File: config.mk
export PLATFORM = sky130hd
export DESIGN_NAME = alu_issue_stage
export DESIGN_NICKNAME = d
export VERILOG_FILES = /design/src/rtl/alu_pkg.sv /design/src/rtl/alu_decode.sv /design/src/rtl/alu_issue_stage.sv
export SDC_FILE = /design/constraint.sdc
export NUM_CORES = 1
export LEC_CHECK = 0
export ABC_AREA = 1
export BUFFER_PORTS_ARGS = -buffer_cell sky130_fd_sc_hd__buf_2
export CAP_MARGIN = 30
export CORE_AREA = 2 2 136 138
export DETAILED_ROUTE_END_ITERATION = 12
export DIE_AREA = 0 0 138 140
export PLACE_DENSITY = 0.69
export SYNTH_ARGS = -nofsm -noshare
export SYNTH_HDL_FRONTEND = slang
export SYNTH_SLANG_ARGS = --single-unit
File: constraint.sdc
create_clock -name clk -period 1.7 [get_ports clk]
set_input_delay 0.17 -clock clk [delete_from_list [all_inputs] [get_ports clk]]
set_output_delay 0.17 -clock clk [all_outputs]
set_load 0.005 [all_outputs]
File: src/rtl/alu_pkg.sv
// Shared constants and decoded-control type for the ID/EX issue stage.
package alu_pkg;

   // ALU operation encodings seen by the EX-stage ALU
   localparam logic [2:0] ALU_ADD  = 3'b000;
   localparam logic [2:0] ALU_SLL  = 3'b001;
   localparam logic [2:0] ALU_SLT  = 3'b010;
   localparam logic [2:0] ALU_SLTU = 3'b011;
   localparam logic [2:0] ALU_XOR  = 3'b100;
   localparam logic [2:0] ALU_SR   = 3'b101;
   localparam logic [2:0] ALU_OR   = 3'b110;
   localparam logic [2:0] ALU_AND  = 3'b111;

   // RV32I major opcodes
   localparam logic [6:0] OP_R      = 7'b0110011;
   localparam logic [6:0] OP_I      = 7'b0010011;
   localparam logic [6:0] OP_LOAD   = 7'b0000011;
   localparam logic [6:0] OP_STORE  = 7'b0100011;
   localparam logic [6:0] OP_BRANCH = 7'b1100011;
   localparam logic [6:0] OP_LUI    = 7'b0110111;
   localparam logic [6:0] OP_AUIPC  = 7'b0010111;
   localparam logic [6:0] OP_JAL    = 7'b1101111;
   localparam logic [6:0] OP_JALR   = 7'b1100111;

   typedef enum logic [1:0] {In1Rs1, In1Pc, In1Zero} in1_sel_e;
   typedef enum logic [1:0] {In2Rs2, In2Imm, In2Four} in2_sel_e;

   typedef struct packed {
      logic       legal;     // recognised instruction; otherwise issued as a bubble
      logic       uses_rs1;
      logic       uses_rs2;
      logic [2:0] aluop;
      logic       invert;
      logic       regwrite;  // before the rd==x0 override
      logic       memread;
      logic       memwrite;
      logic       branch;
      logic [2:0] funct3;
      in1_sel_e   in1_sel;
      in2_sel_e   in2_sel;
   } idex_ctrl_t;

endpackage

File: src/rtl/alu_decode.sv
// Combinational RV32I decode into ALU control, operand selects and immediate.
module alu_decode
   import alu_pkg::*;
#(
   parameter int unsigned XLEN = 32
) (
   input  logic [31:0]     instr,
   output idex_ctrl_t      ctrl,
   output logic [XLEN-1:0] imm
);

   logic [2:0]      f3;
   logic [XLEN-1:0] imm_i, imm_s, imm_u;

   assign f3    = instr[14:12];
   assign imm_i = XLEN'($signed(instr[31:20]));
   assign imm_s = XLEN'($signed({instr[31:25], instr[11:7]}));
   assign imm_u = XLEN'($signed({instr[31:12], 12'h000}));

   // Opcode decode; anything unrecognised leaves ctrl all-zero (legal=0)
   always_comb begin
      ctrl = '0;
      imm  = '0;
      case (instr[6:0])
         OP_R: begin
            ctrl.legal    = 1'b1;
            ctrl.uses_rs1 = 1'b1;
            ctrl.uses_rs2 = 1'b1;
            ctrl.aluop    = f3;
            ctrl.invert   = instr[30] && (f3 == ALU_ADD || f3 == ALU_SR);
            ctrl.regwrite = 1'b1;
            ctrl.funct3   = f3;
         end
         OP_I: begin
            ctrl.legal    = 1'b1;
            ctrl.uses_rs1 = 1'b1;
            ctrl.aluop    = f3;
            // bit 30 is immediate data for ADDI, so only SRAI may invert
            ctrl.invert   = instr[30] && (f3 == ALU_SR);
            ctrl.regwrite = 1'b1;
            ctrl.funct3   = f3;
            ctrl.in2_sel  = In2Imm;
            imm           = imm_i;
         end
         OP_LOAD: begin
            ctrl.legal    = 1'b1;
            ctrl.uses_rs1 = 1'b1;
            ctrl.regwrite = 1'b1;
            ctrl.memread  = 1'b1;
            ctrl.funct3   = f3;
            ctrl.in2_sel  = In2Imm;
            imm           = imm_i;
         end
         OP_STORE: begin
            ctrl.legal    = 1'b1;
            ctrl.uses_rs1 = 1'b1;
            ctrl.uses_rs2 = 1'b1;
            ctrl.memwrite = 1'b1;
            ctrl.funct3   = f3;
            ctrl.in2_sel  = In2Imm;
            imm           = imm_s;
         end
         OP_BRANCH: begin
            // funct3 01x has no branch; leave it illegal
            if (f3[2:1] != 2'b01) begin
               ctrl.legal    = 1'b1;
               ctrl.uses_rs1 = 1'b1;
               ctrl.uses_rs2 = 1'b1;
               ctrl.branch   = 1'b1;
               ctrl.funct3   = f3;
               ctrl.aluop    = !f3[2] ? ALU_ADD : (f3[1] ? ALU_SLTU : ALU_SLT);
               ctrl.invert   = !f3[2];  // BEQ/BNE compare via subtract
            end
         end
         OP_LUI: begin
            ctrl.legal    = 1'b1;
            ctrl.regwrite = 1'b1;
            ctrl.in1_sel  = In1Zero;
            ctrl.in2_sel  = In2Imm;
            imm           = imm_u;
         end
         OP_AUIPC: begin
            ctrl.legal    = 1'b1;
            ctrl.regwrite = 1'b1;
            ctrl.in1_sel  = In1Pc;
            ctrl.in2_sel  = In2Imm;
            imm           = imm_u;
         end
         OP_JAL: begin
            ctrl.legal    = 1'b1;
            ctrl.regwrite = 1'b1;
            ctrl.in1_sel  = In1Pc;
            ctrl.in2_sel  = In2Four;
         end
         OP_JALR: begin
            ctrl.legal    = 1'b1;
            ctrl.uses_rs1 = 1'b1;
            ctrl.regwrite = 1'b1;
            ctrl.funct3   = f3;
            ctrl.in1_sel  = In1Pc;
            ctrl.in2_sel  = In2Four;
         end
         default: ;
      endcase
   end

endmodule

File: src/rtl/alu_issue_stage.sv
// ID/EX issue stage: decode, operand forwarding, load-use stall and ID/EX register.
module alu_issue_stage
   import alu_pkg::*;
#(
   parameter int unsigned XLEN         = 32,
   parameter logic [31:0] RESET_PC_NOP = 32'h00000013
) (
   input  logic            clk,
   input  logic            reset,
   input  logic            id_valid,
   input  logic [31:0]     id_instr,
   input  logic [31:0]     id_pc,
   input  logic [XLEN-1:0] rf_rs1_data,
   input  logic [XLEN-1:0] rf_rs2_data,
   input  logic            exm_regwrite,
   input  logic [4:0]      exm_rd,
   input  logic [XLEN-1:0] exm_result,
   input  logic            mwb_regwrite,
   input  logic [4:0]      mwb_rd,
   input  logic [XLEN-1:0] mwb_result,
   input  logic            flush,
   output logic            stall,
   output logic            ex_valid,
   output logic [XLEN-1:0] ex_alu_in1,
   output logic [XLEN-1:0] ex_alu_in2,
   output logic [2:0]      ex_aluop,
   output logic            ex_invert,
   output logic [XLEN-1:0] ex_rs2_data,
   output logic [4:0]      ex_rd,
   output logic            ex_regwrite,
   output logic            ex_memread,
   output logic            ex_memwrite,
   output logic            ex_branch,
   output logic [2:0]      ex_funct3,
   output logic [31:0]     ex_pc
);

   typedef struct packed {
      logic            valid;
      logic [XLEN-1:0] in1;
      logic [XLEN-1:0] in2;
      logic [XLEN-1:0] rs2_data;
      logic [4:0]      rd;
      logic [31:0]     pc;
      logic [2:0]      aluop;
      logic            invert;
      logic            regwrite;
      logic            memread;
      logic            memwrite;
      logic            branch;
      logic [2:0]      funct3;
   } idex_t;

   idex_ctrl_t      ctrl;
   logic [XLEN-1:0] imm;
   logic [4:0]      rs1, rs2, rd;
   logic [XLEN-1:0] rs1_fwd, rs2_fwd;
   logic            load_use, issue;
   idex_t           ex_d, ex_q;

   assign rs1 = id_instr[19:15];
   assign rs2 = id_instr[24:20];
   assign rd  = id_instr[11:7];

   alu_decode #(
      .XLEN(XLEN)
   ) u_decode (
      .instr(id_instr),
      .ctrl (ctrl),
      .imm  (imm)
   );

   // Operand forwarding: x0 is hard zero, youngest producer (EX/MEM) wins
   always_comb begin
      rs1_fwd = rf_rs1_data;
      if (rs1 == 5'd0)                          rs1_fwd = '0;
      else if (exm_regwrite && exm_rd == rs1)   rs1_fwd = exm_result;
      else if (mwb_regwrite && mwb_rd == rs1)   rs1_fwd = mwb_result;
      rs2_fwd = rf_rs2_data;
      if (rs2 == 5'd0)                          rs2_fwd = '0;
      else if (exm_regwrite && exm_rd == rs2)   rs2_fwd = exm_result;
      else if (mwb_regwrite && mwb_rd == rs2)   rs2_fwd = mwb_result;
   end

   // A load in EX cannot forward yet; hold IF/ID one cycle if its rd is consumed
   assign load_use = ex_q.valid && ex_q.memread && (ex_q.rd != 5'd0) &&
                     ((ctrl.uses_rs1 && rs1 == ex_q.rd) || (ctrl.uses_rs2 && rs2 == ex_q.rd));
   assign stall    = id_valid && load_use && !flush && !reset;
   assign issue    = id_valid && ctrl.legal && (id_instr != RESET_PC_NOP) && !stall && !flush;

   // Next ID/EX contents; every non-issue case becomes an all-zero bubble
   always_comb begin
      ex_d = '0;
      if (issue) begin
         ex_d.valid = 1'b1;
         case (ctrl.in1_sel)
            In1Rs1:  ex_d.in1 = rs1_fwd;
            In1Pc:   ex_d.in1 = XLEN'(id_pc);
            default: ex_d.in1 = '0;
         endcase
         case (ctrl.in2_sel)
            In2Rs2:  ex_d.in2 = rs2_fwd;
            In2Imm:  ex_d.in2 = imm;
            In2Four: ex_d.in2 = XLEN'(4);
            default: ex_d.in2 = '0;
         endcase
         ex_d.rs2_data = ctrl.uses_rs2 ? rs2_fwd : '0;
         ex_d.rd       = ctrl.regwrite ? rd : 5'd0;
         ex_d.regwrite = ctrl.regwrite && (rd != 5'd0);
         ex_d.pc       = id_pc;
         ex_d.aluop    = ctrl.aluop;
         ex_d.invert   = ctrl.invert;
         ex_d.memread  = ctrl.memread;
         ex_d.memwrite = ctrl.memwrite;
         ex_d.branch   = ctrl.branch;
         ex_d.funct3   = ctrl.funct3;
      end
   end

   // ID/EX pipeline register with synchronous clear
   always_ff @(posedge clk) begin
      if (reset) ex_q <= '0;
      else       ex_q <= ex_d;
   end

   assign ex_valid    = ex_q.valid;
   assign ex_alu_in1  = ex_q.in1;
   assign ex_alu_in2  = ex_q.in2;
   assign ex_aluop    = ex_q.aluop;
   assign ex_invert   = ex_q.invert;
   assign ex_rs2_data = ex_q.rs2_data;
   assign ex_rd       = ex_q.rd;
   assign ex_regwrite = ex_q.regwrite;
   assign ex_memread  = ex_q.memread;
   assign ex_memwrite = ex_q.memwrite;
   assign ex_branch   = ex_q.branch;
   assign ex_funct3   = ex_q.funct3;
   assign ex_pc       = ex_q.pc;

endmodule

==> metrics, run 1 <==
reg2reg end=ex_pc[10]$_SDFF_PP0_; syn_nets=1302; WL/cell=18.8 um; crit-path cells=xnor2_1 > nand2_1 > nor2_4 > nand2_1 > nand2_1 > nand2_2 > buf_6 > inv_4 > buf_6; routability cong.=0.981; total CTS buffers=17; endpoints failing setup=37; CP Launch Type=register; Placement Rows=49; number of global-route vias before repair=8634; kind of critical path=register to primary output; R2R Path Start=ex_rd[3]$_SDFF_PP0_; NumNets Final=1702; Fin. Hold Viols=0; max_slew headroom=0.709; worst setup margin=-0.128 ns; Total Wirelength=32700 um; Final Core Density=0.610; CTS root buf=clkbuf_16; Sink Count=145; largest net degree at the start of global routing=42; critical path required time=1.53 ns; Finished Layout Cells=1739; full die area=19300 um2; Pwr per Cell Area=797 nW/um2; TritonCTS clock tree=yes; Total GRT Usage=0.308; Avg Vias per Cell=5.26; Post-route DRC=0; Leak=5.78 nW; Crit. Startpoint=ex_rd[3]$_SDFF_PP0_; origin of the worst min-delay path=id_pc[9]; Worst path slowest cell=dfxtp_4; WHS Path Cells=3; #FFs+latches synth=145; Yosys cell types=26; Final Critical Period=1.83 ns; Worst Hold Class=primary input to register; hold path endpoint=ex_pc[9]$_SDFF_PP0_; fraction of registers with async set/reset=0; Synth area leader=dfxtp_1; Max VDD drop=0.682 mV; CTS Buffer Depth=2; ys flop type=dfxtp_1; max frequency=547 MHz; flop-to-flop setup slack=-0.11 ns; die height=140 um; Syn. warnings=0; Chip Width=138 um; period utilization=1.08; status=finished, violations left; Initial DRC Count=899; DRT Pass-1 Iters=5; CP Capture Type=primary output; area of the core=17800 um2; part of the Yosys area used for sequential elements=0.406; Final ANT Viol Nets=0; layout cells sized above 1=0.353; Starting Density=0.402; Placed Cells incl. Taps=1658; RSZ-0062 raised after global routing=yes; initial antenna violation count=3; max cap viols=0; H-Tree Depth=4; Top cell by count, worst path=nand2_1; Worst-Skew Late Latency=0.42 ns; final HPWL from detailed placement=23500 um; Ports=354; EDFF count, synth=0; max-slew violations=0; measured slew at the worst slew-check pin=0.432 ns; top cells by area, synth=dfxtp_1 41%, nor2_1 15%, nand3_1 10%; CP peak stage delay=0.37 ns; CP arrival=1.66 ns; failing checks=negative setup slack; via count=9151; fillers=1696; global route overflow=0; clock-pin slew on the worst setup and hold paths=0.06 ns; # port buffers=353; Mean Syn Cell Area=6.53 um2; R2R cell count=10; Worst Path Max Fanout=5; area growth from synthesis to layout=51.7%; Post-Syn Area=7150 um2; Worst Skew=0.00839 ns; cells after synthesis=1094; first-pass GRT wire length=46600 um; area share of the largest cell type after synthesis=0.406; pre-CTS WS=-0.0352 ns
worst max-delay path, delay by kind of cell, from the launching register on:
| kind | cells | cell delay (ns) |
|---|---|---|
| AND/OR/NAND/NOR | 5 | 0.46 |
| flip-flops | 1 | 0.37 |
| buffers and inverters | 3 | 0.25 |
| XOR/XNOR | 1 | 0.15 |
cells in the final DEF (no fill, tap or decap), types with 3 or more instances in the layout:
cell,n
buf_6,6
clkbuf_16,21
nand3_2,5
inv_2,15
o22ai_1,5
xnor2_1,4
dfxtp_1,140
a21oi_2,10
buf_4,28
nor2_4,6
clkinv_2,3
bufinv_16,4
nand3_1,141
buf_12,19
nand2_1,183
a21oi_1,78
diode_2,3
inv_6,3
o21ai_0,11
nand2_2,5
dfxtp_4,3
nor2_2,33
inv_1,68
dlygate4sd3_1,30
buf_2,352
nor2_1,268
nand4_1,34
nor3_1,6
cell type report:
cell class                 count  area, um2  share of cell area
antenna                        3       7.51            0.000693
clock buffer                  20        447              0.0412
clock inverter                12        179              0.0165
inverter                      85        324              0.0299
multi-input combinational    801       3740               0.345
sequential                   145       2920               0.269
tap                          229        287              0.0264
timing repair buffer         444       2940               0.271
per-stage QoR:
stage	hold slack (ns)	setup TNS [ns]	total power (W)	cell area [um2]
floorplan	0.249	0	0.00401	7150
global placement	0.409	-0.517	0.00460	9490
detailed placement	0.410	-0.247	0.00460	9490
CTS	0.00543	-6.07	0.00862	10500
global route	0.00359	-9.53	0.00892	10800
finish	0.0162	-1.57	0.00864	10800
power by group:
| part | total, W | leakage, nW | internal (W) | switching (W) |
|---|---|---|---|---|
| Sequential | 0.00341 | 1.17 | 0.00340 | 0.00000322 |
| Combinational | 0.00123 | 4.30 | 0.000492 | 0.000736 |
| Clock | 0.00400 | 0.309 | 0.00251 | 0.00150 |
| Total | 0.00864 | 5.78 | 0.00640 | 0.00224 |
what timing repair did:
action                                 4_1_cts  5_1_grt
resized for setup                           23       30
setup endpoints to repair                   15      145
pin swaps                                    5        9
buffers inserted                             3        5
hold buffers                                30        0
endpoints found under the hold margin       30        0
gates cloned                                 2        8
synth_stat cells, types with 2 or more instances:
cell,number
nor2_1,278
nand2_1,185
nand3_1,147
dfxtp_1,145
a21oi_1,78
inv_1,74
nand4_1,34
clkbuf_1,30
nor2_2,27
buf_2,25
inv_2,11
o21ai_0,11
a21oi_2,10
buf_6,7
nor3_1,7
o22ai_1,5
nand2_2,4
xnor2_1,4
a31oi_1,2
buf_1,2
nor2_4,2
nor3_2,2
state kept, by name, summed over array words and instances (netlist names):
register and flops:
ex_alu_in1 32, ex_alu_in2 32, ex_aluop 3, ex_branch 1, ex_funct3 3, ex_invert 1, ex_memread 1, ex_memwrite 1
ex_pc 32, ex_rd 5, ex_regwrite 1, ex_rs2_data 32, ex_valid 1
metal layers:
metal	vias to the layer above	GRT usage	wire, um
li1	4315	-	-
met1	4158	0.382	12800
met2	575	0.514	15200
met3	103	0.0629	3030
met4	0	0.148	1580
met5	-	0	0
logic make-up (layout without fill, tap and decap cells):
group | after synthesis | count (layout) | synth area share
buf+inv | 149 | 561 | 0.0900
compound gates | 108 | 108 | 0.0825
simple gates | 687 | 688 | 0.415
xor+xnor | 5 | 5 | 0.00613
flops | 145 | 145 | 0.406
other cells | 0 | 3 | 0
how the worst max path moves through the flow:
stage,slack (ns),cells after the start,endpoint
after floorplan,0.23,12,ex_alu_in2[10]$_SDFF_PP0_
after global placement,-0.02,8,ex_regwrite$_SDFF_PP0_
after detailed placement,-0.04,11,ex_rs2_data[7]$_SDFF_PP0_
after CTS,-0.15,11,stall
after global routing,-0.23,11,stall
final,-0.13,9,stall
(Power assumes the default switching activity.)
==> run 2: changes to the inputs <==
CORE_AREA = not set   (was 2 2 136 138)
CORE_MARGIN = 4   (was not set)
CORE_UTILIZATION = 41   (was not set)
DIE_AREA = not set   (was 0 0 138 140)
PLACE_DENSITY = 0.71   (was 0.69)
==> run 2 against run 1 <==
Net effect:
- die area rose by 1.5%
- global-route usage rose by 0.60 points
- utilization rose by 1.3 points
- power fell by 4.7%
- the flow still finishes with violations (negative setup slack)
- largest cell class unchanged
- maximum frequency rose by 0.79%
- final cell count fell by 0.35%
- clock skew fell by 0.0011 ns
- worst hold slack got worse by 0.013 ns
- sequential cell count did not move
==> metrics, run 2 (synthesized netlist as in run 1, its figures left out) <==
Starting Density=0.416; period utilization=1.07; Ports=354; Placed Cells incl. Taps=1668; failing checks=negative setup slack; number of global-route vias before repair=8573; layout cells sized above 1=0.359; Worst Skew=0.00733 ns; Most Crowded Layer GR=met2; CP arrival=1.64 ns; via count=9032; # port buffers=353; Worst Hold Class=primary input to register; Max VDD drop=0.712 mV; TritonCTS clock tree=yes; Total Wirelength=32800 um; storage element area=2910 um2; most common cell after layout, fill and taps aside=buf_2; die height=140 um; status=finished, violations left; Final Core Density=0.623; CP peak stage delay=0.38 ns; total CTS buffers=17; WL/cell=18.9 um; CTS Buffer Depth=2; worst setup margin=-0.114 ns; Total GRT Usage=0.314; endpoints failing setup=7; initial antenna violation count=2; Worst-Skew Late Latency=0.42 ns; max cap viols=0; RSZ-0062 raised after global routing=yes; fillers=1618; Placement Rows=48; Pwr per Cell Area=769 nW/um2; commonest non-fill, non-tap cells in the layout=352 x buf_2, 269 x nor2_1, 181 x nand2_1; Final ANT Viol Nets=0; critical path required time=1.53 ns; DRT Pass-1 Iters=5; met2 track demand over resource=0.534; CP Launch Type=register; measured slew at the worst slew-check pin=0.424 ns; max_slew headroom=0.717; final HPWL from detailed placement=24600 um; Fin. Hold Viols=0; max-slew violations=0; Finished Layout Cells=1733; GRT met1 Usage=0.393; area growth from synthesis to layout=49.7%; CTS root buf=clkbuf_16; first-pass GRT wire length=48100 um; Avg Vias per Cell=5.21; Worst Path Max Fanout=4; crit-path cells=inv_1 > nand2_1 > nand4_1 > nor2_4 > nand2_1 > nand2_2 > nand2_4 > buf_6 > inv_4 > buf_6; flop-to-flop setup slack=-0.04 ns; NumNets Final=1702; Sink Count=145; Worst path slowest cell=dfxtp_2; Final Critical Period=1.81 ns; routability cong.=1.01; kind of critical path=register to primary output; setup TNS=-0.207 ns; full die area=19600 um2; met3 usage=0.0618; clock-pin slew on the worst setup and hold paths=0.07 ns; CP Capture Type=primary output; H-Tree Depth=4; area of the multi-input gates=3770 um2; Initial DRC Count=873; max frequency=551 MHz; Chip Width=140 um; Post-route DRC=0; Total Power=0.00823 W; Leak=5.71 nW; largest net degree at the start of global routing=46; area of the core=17200 um2; global route overflow=0
[run 2: cell types whose count changed in the layout (fill, tap and decap cells not counted), moves of 3 or more]
cell / delta
clkinvlp_4: +5
dlygate4sd3_1: -6
buf_4: +11
inv_1: +3
bufinv_16: -3
[run 2: worst paths after layout]
kind | from | end | depth (start not counted)
setup / recovery | ex_rd[0]$_SDFF_PP0_ | stall | 10
hold / removal | id_pc[6] | ex_pc[6]$_SDFF_PP0_ | 3
setup reg to reg | ex_rd[2]$_SDFF_PP0_ | ex_alu_in1[2]$_SDFF_PP0_ | 8
hold reg to reg | ex_valid$_SDFF_PP0_ | ex_rd[1]$_SDFF_PP0_ | 6
[run 2: cell type report]
cell class | count | area share
diodes | 2 | 0.000468
multi-input cells | 801 | 0.352
flip-flops and latches | 145 | 0.272
inverters | 85 | 0.0301
clock inverters | 12 | 0.0105
repair buffers | 444 | 0.267
clock buffers | 19 | 0.0414
well taps | 225 | 0.0263
[run 2: repair_timing]
action                                  4_1_cts  5_1_grt
hold endpoints to repair                     24        0
gates resized for setup                      17       28
hold buffers                                 24        0
pin swaps                                     5        8
cloned                                        1        5
buffers inserted                              2        0
endpoints found under the setup margin       15      146
[run 2: report_power, final]
| part | switching [W] | internal, W |
|---|---|---|
| clock | 0.00155 | 0.00205 |
| sequential | 0.00000367 | 0.00341 |
| combinational | 0.000731 | 0.000494 |
| total | 0.00228 | 0.00595 |
[run 2: stage by stage]
| step | setup slack, ns | area, um2 | hold WS (ns) |
|---|---|---|---|
| after floorplan | 0.233 | 7150 | 0.249 |
| after global placement | -0.0619 | 9580 | 0.411 |
| after detailed placement | -0.0392 | 9580 | 0.414 |
| after CTS | -0.153 | 10500 | 0.00179 |
| after global routing | -0.205 | 10700 | 0.0232 |
| final | -0.114 | 10700 | 0.00275 |
[run 2: metal layers]
| layer | vias to the layer above | wire length (um) |
|---|---|---|
| li1 | 4314 | - |
| met1 | 4090 | 13000 |
| met2 | 549 | 15800 |
| met3 | 79 | 2980 |
| met4 | 0 | 988 |
| met5 | - | 0 |
[run 2: critical path, delay by kind of cell (launching register included)]
family	cells	cell delay (ns)
buf+inv	4	0.32
flops	1	0.38
simple gates	6	0.52
==> run 3: changes to the inputs <==
CORE_AREA = 4 4 135 137   (was not set)
CORE_MARGIN = not set   (was 4)
CORE_UTILIZATION = not set   (was 41)
DIE_AREA = 0 0 139 141   (was not set)
PLACE_DENSITY = 0.72   (was 0.71)
SLEW_MARGIN = 10   (was not set)
==> run 3 against run 2 <==
Net effect:
- the run still ends with negative setup slack left
- maximum frequency increased by 3.3%
- sequential cell count unchanged
- power decreased by 1.2%
- setup slack improved by 0.057 ns
==> metrics, run 3 (synthesized netlist as in run 1, its figures left out) <==
status=finished, violations left; failing checks=negative setup slack; Leak=5.76 nW; # port buffers=353; via count=9129; Sink Count=145; max cap viols=0; GRT met1 Usage=0.383; Worst Hold Class=primary input to register; initial antenna violation count=1; Total Power=0.00813 W; CTS Buffer Depth=2; met3 usage=0.0651; Placement Rows=48; Max VDD drop=0.678 mV; period utilization=1.03; RSZ-0062 raised after global routing=yes; Fin. Hold Viols=0; endpoints failing setup=79; area growth from synthesis to layout=51.2%; global route overflow=0; Initial DRC Count=904; Total Wirelength=32900 um; CP Launch Type=register; Most Crowded Layer GR=met2; reg2reg end=ex_aluop[2]$_SDFF_PP0_; max_slew headroom=0.739; total CTS buffers=17; commonest non-fill, non-tap cells in the layout=350 x buf_2, 268 x nor2_1, 181 x nand2_1; Buf/Inv on CP=2; Ports=354; worst setup margin=-0.0561 ns; CP Capture Type=primary output; most common cell after layout, fill and taps aside=buf_2; measured slew at the worst slew-check pin=0.391 ns; NumNets Final=1714; origin of the worst min-delay path=id_instr[7]; CP peak stage delay=0.37 ns; DRT Pass-1 Iters=7; H-Tree Depth=4; R2R cell count=8; Final Critical Period=1.76 ns; crit-path cells=xnor2_1 > nand3_2 > nor2_4 > nand2_1 > nand2_1 > nand2_2 > inv_2 > buf_6; Worst Skew=0.0147 ns; Top cell by count, worst path=nand2_1; full die area=19600 um2; flop-to-flop setup slack=-0.06 ns; area of the core=17100 um2; hold path endpoint=ex_rd[0]$_SDFF_PP0_; Total GRT Usage=0.306; TritonCTS clock tree=yes; Pwr per Cell Area=752 nW/um2; WHS Path Cells=3; Starting Density=0.419; setup TNS=-1.32 ns; WL/cell=18.9 um; CP arrival=1.59 ns; routability cong.=1.00; final HPWL from detailed placement=24200 um; largest net degree at the start of global routing=38; first-pass GRT wire length=46700 um; number of global-route vias before repair=8499; met2 track demand over resource=0.504; Chip Width=139 um; R2R Path Start=ex_rd[2]$_SDFF_PP0_; Worst-Skew Late Latency=0.42 ns; Post-route DRC=0; clock-pin slew on the worst setup and hold paths=0.06 ns; max frequency=569 MHz; Avg Vias per Cell=5.23; family with the most delay on the worst path=simple AND/OR/NAND/NOR gates; max-slew violations=0; Worst Path Max Fanout=4; Final ANT Viol Nets=0; die height=141 um; CTS root buf=clkbuf_16; Worst path slowest cell=dfxtp_4; fillers=1559; layout cells sized above 1=0.365; kind of critical path=register to primary output; critical path required time=1.53 ns
-- run 3: layout make-up --
class	instances	area, um2	area share
clock buffer	19	453	0.0419
multi-input combinational	802	3750	0.347
clock inverter	13	103	0.00950
tap	225	282	0.0261
inverter	85	322	0.0298
sequential	145	2920	0.270
antenna	1	2.50	0.000232
timing repair buffer	455	2970	0.275
-- run 3: worst max-delay path by stage --
stage | from | to | cells after the start
CTS | ex_rd[2]$_SDFF_PP0_ | stall | 10
detailed placement | id_instr[24] | ex_alu_in2[17]$_SDFF_PP0_ | 11
global route | ex_rd[0]$_SDFF_PP0_ | stall | 8
finish | ex_rd[0]$_SDFF_PP0_ | stall | 8
floorplan | id_instr[24] | ex_alu_in2[10]$_SDFF_PP0_ | 12
global placement | id_instr[24] | ex_alu_in2[15]$_SDFF_PP0_ | 12
-- run 3: worst reg2reg max path: stages, from the launching register on --
cell     delay (ns)
dfxtp_4        0.36
buf_4          0.15
nor3_4         0.20
a31oi_2        0.14
nand2_2        0.13
buf_4          0.23
nand2_8        0.13
buf_12         0.17
nor3_1         0.16
-- run 3: metrics by stage --
step | std cells | hold slack, ns | utilization | setup slack [ns] | cell area [um2]
detailed placement | 1667 | 0.412 | 0.560 | -0.0277 | 9550
global route | 1745 | 0.000436 | 0.633 | -0.150 | 10800
CTS | 1730 | 0.00127 | 0.611 | -0.00986 | 10400
floorplan | 1094 | 0.249 | - | 0.233 | 7150
finish | 1745 | 0.0145 | 0.633 | -0.0561 | 10800
global placement | 1667 | 0.403 | 0.560 | -0.0128 | 9550
-- run 3: timing repair --
action | in CTS | in global routing
setup buffers | 3 | 6
hold buffers | 29 | 0
cloned | 0 | 10
gates resized for setup | 12 | 39
hold endpoints to repair | 29 | 0
pin swaps | 4 | 11
setup endpoints to repair | 1 | 143
-- run 3: layer usage --
layer | wire length, um | share of wire
met5 | 0 | 0
met4 | 1330 | 0.040
met3 | 3180 | 0.096
met2 | 15300 | 0.47
met1 | 13100 | 0.40
-- run 3: power by group --
group,leakage [nW],switching (W),internal [W]
sequential,1.17,0.00000346,0.00340
clock,0.267,0.00154,0.00196
combinational,4.32,0.000722,0.000498
total,5.76,0.00227,0.00586
